==> config.mk <==
export PLATFORM = sky130hd
export DESIGN_NAME = c64_bus_arbiter
export DESIGN_NICKNAME = d
export VERILOG_FILES = /design/src/rtl/c64_bus_arbiter.sv
export SDC_FILE = /design/constraint.sdc
export NUM_CORES = 1
export LEC_CHECK = 0
export CAP_MARGIN = 20
export CORE_MARGIN = 1.5
export CORE_UTILIZATION = 25
export DETAILED_ROUTE_END_ITERATION = 10
export REMOVE_ABC_BUFFERS = 1
export SYNTH_ARGS = -nofsm -noshare
export SYNTH_HDL_FRONTEND = slang
export SYNTH_SLANG_ARGS = --single-unit
==> constraint.sdc <==
create_clock -name clk -period 4.2 [get_ports clk]
set_input_delay 0.84 -clock clk [delete_from_list [all_inputs] [get_ports clk]]
set_output_delay 0.84 -clock clk [all_outputs]
set_load 0.005 [all_outputs]
==> src/rtl/c64_bus_arbiter.sv <==
// Shared-bus arbiter between the 6510 and VIC-II: phase enables, per-half address mux, RDY/grace.
// Define ARB_STALL_COUNT_EN to add o_stall_cnt (saturating count of ph2 cycles without CPU grant).
module c64_bus_arbiter #(
    parameter int P_CLK_DIV = 4
) (
    input  logic        clk,
    input  logic        rst,
    output logic        o_clk_8mhz_en,
    output logic        o_ph1_en,
    output logic        o_ph2_en,
    input  logic        i_vic_ba,
    input  logic        i_vic_bm,
    input  logic [15:0] i_vic_addr_ph1,
    input  logic [15:0] i_vic_addr_ph2,
    input  logic [15:0] i_cpu_addr,
    input  logic        i_cpu_we,
    output logic        o_cpu_rdy,
    output logic        o_cpu_grant,
    output logic [15:0] o_mem_addr,
    output logic        o_mem_we,
    output logic        o_conflict
`ifdef ARB_STALL_COUNT_EN
    ,
    output logic [15:0] o_stall_cnt
`endif
);

    // state | meaning
    // RUN   | CPU owns every ph2, RDY high
    // GRACE | BA low; CPU writes still proceed, reads stall (at most 3 cycles)
    // HALT  | VIC owns ph2, CPU halted until BA and BM both release
    typedef enum logic [1:0] {
        ST_RUN   = 2'd0,
        ST_GRACE = 2'd1,
        ST_HALT  = 2'd2
    } state_t;

    localparam int DW = (P_CLK_DIV > 2) ? $clog2(P_CLK_DIV) : 1;
    localparam logic [DW-1:0] DIV_LAST = DW'(P_CLK_DIV - 1);

    logic [DW-1:0] div_q, div_d;
    logic [2:0]    tick_q, tick_d;
    logic          tick_pulse, ph1_end, ph2_end;
    logic          clk8_q, ph1_en_q, ph2_en_q, in_ph2_q;

    state_t        state_q;
    logic [1:0]    grace_q, grace_inc;
    logic          rdy_q, grant_q, conflict_q;
    logic [15:0]   mem_addr_q;
    logic          mem_we_q;

    always_comb begin
        tick_pulse = (div_q == DIV_LAST);
        ph1_end    = tick_pulse && (tick_q == 3'd3);
        ph2_end    = tick_pulse && (tick_q == 3'd7);
        div_d      = tick_pulse ? '0 : div_q + DW'(1);
        tick_d     = tick_pulse ? tick_q + 3'd1 : tick_q;
        grace_inc  = grace_q + 2'd1;
    end

    always_ff @(posedge clk) begin
        if (rst) begin
            div_q    <= '0;
            tick_q   <= '0;
            clk8_q   <= 1'b0;
            ph1_en_q <= 1'b0;
            ph2_en_q <= 1'b0;
            in_ph2_q <= 1'b0;
        end else begin
            div_q    <= div_d;
            tick_q   <= tick_d;
            clk8_q   <= tick_pulse;
            ph1_en_q <= ph1_end;
            ph2_en_q <= ph2_end;
            // in_ph2 covers exactly the clocks where the latched grant applies
            if (ph1_en_q)
                in_ph2_q <= 1'b1;
            else if (ph2_end)
                in_ph2_q <= 1'b0;
        end
    end

    function automatic logic [16:0] ph2_bus(input logic g);
        ph2_bus = g ? {i_cpu_we, i_cpu_addr} : {1'b0, i_vic_addr_ph2};
    endfunction

    always_ff @(posedge clk) begin
        if (rst) begin
            state_q    <= ST_RUN;
            grace_q    <= 2'd0;
            rdy_q      <= 1'b1;
            grant_q    <= 1'b0;
            conflict_q <= 1'b0;
            mem_addr_q <= 16'h0000;
            mem_we_q   <= 1'b0;
        end else begin
            if (in_ph2_q && grant_q && !i_vic_bm)
                conflict_q <= 1'b1;

            if (ph2_en_q) begin
                mem_addr_q <= i_vic_addr_ph1;
                mem_we_q   <= 1'b0;
            end

            if (ph1_en_q) begin
                unique case (state_q)
                    ST_RUN: begin
                        if (!i_vic_bm) begin
                            state_q    <= ST_HALT;
                            rdy_q      <= 1'b0;
                            grant_q    <= 1'b0;
                            conflict_q <= 1'b1;
                            {mem_we_q, mem_addr_q} <= ph2_bus(1'b0);
                        end else if (!i_vic_ba) begin
                            state_q <= ST_GRACE;
                            grace_q <= 2'd0;
                            rdy_q   <= 1'b0;
                            grant_q <= i_cpu_we;
                            {mem_we_q, mem_addr_q} <= ph2_bus(i_cpu_we);
                        end else begin
                            rdy_q   <= 1'b1;
                            grant_q <= 1'b1;
                            {mem_we_q, mem_addr_q} <= ph2_bus(1'b1);
                        end
                    end
                    ST_GRACE: begin
                        if (i_vic_ba) begin
                            state_q <= ST_RUN;
                            rdy_q   <= 1'b1;
                            grant_q <= 1'b1;
                            {mem_we_q, mem_addr_q} <= ph2_bus(1'b1);
                        end else if (grace_inc == 2'd3 || !i_vic_bm) begin
                            state_q <= ST_HALT;
                            grace_q <= grace_inc;
                            grant_q <= 1'b0;
                            {mem_we_q, mem_addr_q} <= ph2_bus(1'b0);
                        end else begin
                            grace_q <= grace_inc;
                            grant_q <= i_cpu_we;
                            {mem_we_q, mem_addr_q} <= ph2_bus(i_cpu_we);
                        end
                    end
                    ST_HALT: begin
                        if (i_vic_ba && i_vic_bm) begin
                            state_q <= ST_RUN;
                            rdy_q   <= 1'b1;
                            grant_q <= 1'b1;
                            {mem_we_q, mem_addr_q} <= ph2_bus(1'b1);
                        end else begin
                            grant_q <= 1'b0;
                            {mem_we_q, mem_addr_q} <= ph2_bus(1'b0);
                        end
                    end
                    default: begin
                        state_q <= ST_HALT;
                        rdy_q   <= 1'b0;
                        grant_q <= 1'b0;
                        {mem_we_q, mem_addr_q} <= ph2_bus(1'b0);
                    end
                endcase
            end
        end
    end

`ifdef ARB_STALL_COUNT_EN
    logic [15:0] stall_cnt_q;

    always_ff @(posedge clk) begin
        if (rst)
            stall_cnt_q <= 16'h0000;
        else if (ph2_en_q && !grant_q && stall_cnt_q != 16'hffff)
            stall_cnt_q <= stall_cnt_q + 16'd1;
    end

    assign o_stall_cnt = stall_cnt_q;
`endif

    assign o_clk_8mhz_en = clk8_q;
    assign o_ph1_en      = ph1_en_q;
    assign o_ph2_en      = ph2_en_q;
    assign o_cpu_rdy     = rdy_q;
    assign o_cpu_grant   = grant_q;
    assign o_mem_addr    = mem_addr_q;
    assign o_mem_we      = mem_we_q;
    assign o_conflict    = conflict_q;

endmodule

==> flow_summary_export.csv <==
group,metric,value,unit
status,outcome,"finished clean",
synthesis,synth_top_area_share,0.350,
clock_tree,cts_buffer_depth,2,
timing,tns,0,ps
clock_tree,insertion_delay,290,ps
timing,hold_slack,427,ps
clock_tree,path_clk_slew,70,ps
route,postRouteAntennaNets,0,
timing,setup_viol,0,
synthesis,yosys_warnings,0,
die,initial_core_util,0.259,
timing,rsz0062_at_grt,"false",
critical_path,cp_data_required_time,4400,ps
synthesis,synth.top_cells.by_area,"dfxtp_1 (35%), mux2i_1 (10%), a22oi_2 (6.6%)",
global_routing,use_met1,0.192,
power_and_ir_drop,p_switching,0.156,mW
critical_path,worstSetupStartpointType,"input port",
global_routing,grt_pass1_vias,1711,
final_layout,final_nets,327,
final_layout,instances_no_fill,365,
synthesis,synth_edf_count,0,
timing,hold_violations,0,
global_routing,use_met2,0.181,
power_and_ir_drop,fin_total_pwr,0.682,mW
synthesis,async_reset_ff_frac,0,
route,avgRoutedWirePerCell,14.4,um
synthesis,synth_compound_area_frac,0.329,
synthesis,ys_ff_latch,33,
synthesis,ys_types,45,
power_and_ir_drop,ir_drop,0.000127,V
worst_hold_path,hold_class,"register to register",
synthesis,synth_ff_type,"dfxtp_1",
power_and_ir_drop,seqPwrFrac,0.468,
timing,worst_pin_slew,934,ps
run,drv_cap,0,
timing,slew_viol_final,0,
synthesis,synthAdderAreaFrac,0.0596,
die,die_w,89.9,um
final_layout,diodes,0,
route,drt-initial-drc-count,58,
place,hpwl,3730,um
global_routing,globalRouteMet3Util,0.0482,
clock_tree,root_buffer,"clkbuf_8",
power_and_ir_drop,leakage,0.931,nW
global_routing,grt_first_pass_wirelength,8690,um
critical_path,crit_fanout,16,
synthesis,synth_top_family_by_area,"compound AO/OA/AOI/OAI gates",
synthesis,synth_cells,195,
global_routing,grtUsageTotal,0.133,
synthesis,synth_mux_area_frac,0.101,
clock_tree,cts_num_sinks,33,
synthesis,synth_xor_area_frac,0.00464,
place,numPortBuffers,75,
clock_tree,post-cts-setup-buffers,0,
power_and_ir_drop,clock_power_share,0.386,
global_routing,antenna_found_initial,0,
timing,max_freq,359,MHz
timing,slew_headroom,0.378,
die,coreArea,7290,um^2
final_layout,syn_to_final_growth,47.8,%
clock_tree,numCtsBuffers,5,
power_and_ir_drop,power.internal,0.526,mW
critical_path,path_class,"input port to register",
synthesis,syn_area_per_cell,9.68,um^2
critical_path,endpoint_kind,"register",
timing,skew,7.00,ps
route,first_pass_iters,4,
synthesis,synthSimpleGateAreaFrac,0.0855,
global_routing,grt_busiest_layer,"met1",
synthesis,ys_seq_area_frac,0.350,
global_routing,grt_remaining_overflow,0,
place,dp_cells,357,
clock_tree,hold_buffers,0,
power_and_ir_drop,combPwrFrac,0.145,
die,die_h,89.9,um
timing,period_share,0.663,
clock_tree,h-tree-depth,2,
critical_path,worst_ep_arrival_time,2990,ps
clock_tree,cts_tree,"done",
final_layout,drive_gt1_frac,0.113,
route,vias,1762,
place,gp_congestion,0.822,
die,num_rows,31,
synthesis,synth_area_leader_cell,"dfxtp_1",
route,viasPerCell,4.83,
timing,min_period,2780,ps
synthesis,syn_area,1890,um^2
global_routing,grt_max_degree,37,
clock_tree,cts_resized,0,
power_and_ir_drop,swShare,0.229,
die,io_pins,76,
die,dieArea,8080,um^2
route,drcViolationCount,0,
power_and_ir_drop,p_per_area,244,nW/um^2
route,wirelength,5270,um
-- worst max-delay path, cell delays in order --
cell and delay (ps):
clkdlybuf4s50_1 750, o21ai_2 150, a2111oi_4 900, o21ai_0 170
a22oi_1 170
-- sequential cells by signal, summed over array words and instances, names as in the netlist --
name           cells
div_q              2
grace_q            2
in_ph2_q           1
o_clk_8mhz_en      1
o_conflict         1
o_cpu_grant        1
o_cpu_rdy          1
o_mem_addr        16
o_mem_we           1
o_ph1_en           1
o_ph2_en           1
state_q            2
tick_q             3
-- synth_stat cells, drive strengths merged (3+ instances only) --
library cell  instances
nand2                 3
buf                  11
inv                  10
dfxtp                33
o22ai                18
a21oi                 5
ha                    9
nor3b                 3
nor2b                 3
o21a                  3
nand2b                3
a22oi                17
mux2i                19
o21ai                19
nor2                 11
clkbuf                4
-- worst paths after layout --
path                                 start             to  slack, ps  depth (start not counted)
worst max-delay path              i_vic_bm  o_mem_addr[5]       1420                          5
worst min-delay path              div_q[0]       div_q[0]        430                          1
worst max register to register  state_q[0]  o_mem_addr[5]       1870                          6
worst min register to register    div_q[0]       div_q[0]        430                          1
-- cell families (layout without fill, tap and decap cells) --
family	count (synthesis)	in the layout
fa+ha+maj	9	9
simple gates	30	30
mux	19	19
xor+xnor	1	1
buf+inv	25	96
flops	33	33
compound gates	78	78
-- placed cells by master (no fill, tap or decap), types with 2 or more instances in the layout --
master / netlist / layout
a2111oi_4: 2 / 2
a211oi_1: 2 / 2
a21oi_1: 5 / 5
a22oi_1: 7 / 7
a22oi_2: 10 / 10
and2_1: 2 / 2
buf_4: 2 / 3
clkbuf_8: 0 / 7
clkdlybuf4s50_1: 0 / 75
dfxtp_1: 33 / 33
ha_1: 9 / 9
inv_1: 8 / 8
inv_2: 2 / 2
mux2i_1: 19 / 19
nand2_1: 3 / 3
nand2b_1: 3 / 3
nand3_1: 2 / 2
nor2_1: 11 / 11
nor2b_1: 3 / 3
nor3b_1: 2 / 2
o21a_1: 3 / 3
o21ai_0: 8 / 8
o21ai_1: 10 / 10
o22ai_1: 18 / 18
-- through the flow --
step	area (um^2)	setup slack, ps	util
CTS	2790	1430	0.383
finish	2790	1420	0.383
detailed placement	2690	1140	0.369
floorplan	1790	2090	-
global route	2790	1150	0.383
global placement	2690	1170	0.369
-- area by class of cell --
type                    count  area, um^2
multi-input cells         137        1090
clock buffers               7        96.3
flip-flops and latches     33         661
clock inverters             1        5.00
well taps                  99         124
repair buffers             78         773
inverters                  10        37.5
fillers                   760        4500
-- power by group through the flow --
stage	registers [mW]	logic (mW)	clock network [mW]
6_report	0.319	0.0991	0.264
5_1_grt	0.319	0.108	0.284
4_1_cts	0.319	0.0994	0.272
3_5_place_dp	0.327	0.0984	0
3_3_place_gp	0.326	0.0978	0
2_1_floorplan	0.326	0.0337	0
-- routing by layer --
metal / part of all wire / wire [um] / vias up
met5: 0 / 0 / -
met3: 0.082 / 432 / 6
li1: - / - / 876
met4: 0.012 / 63 / 0
met1: 0.51 / 2670 / 804
met2: 0.40 / 2110 / 76
Power figures use the tool's default switching activity.
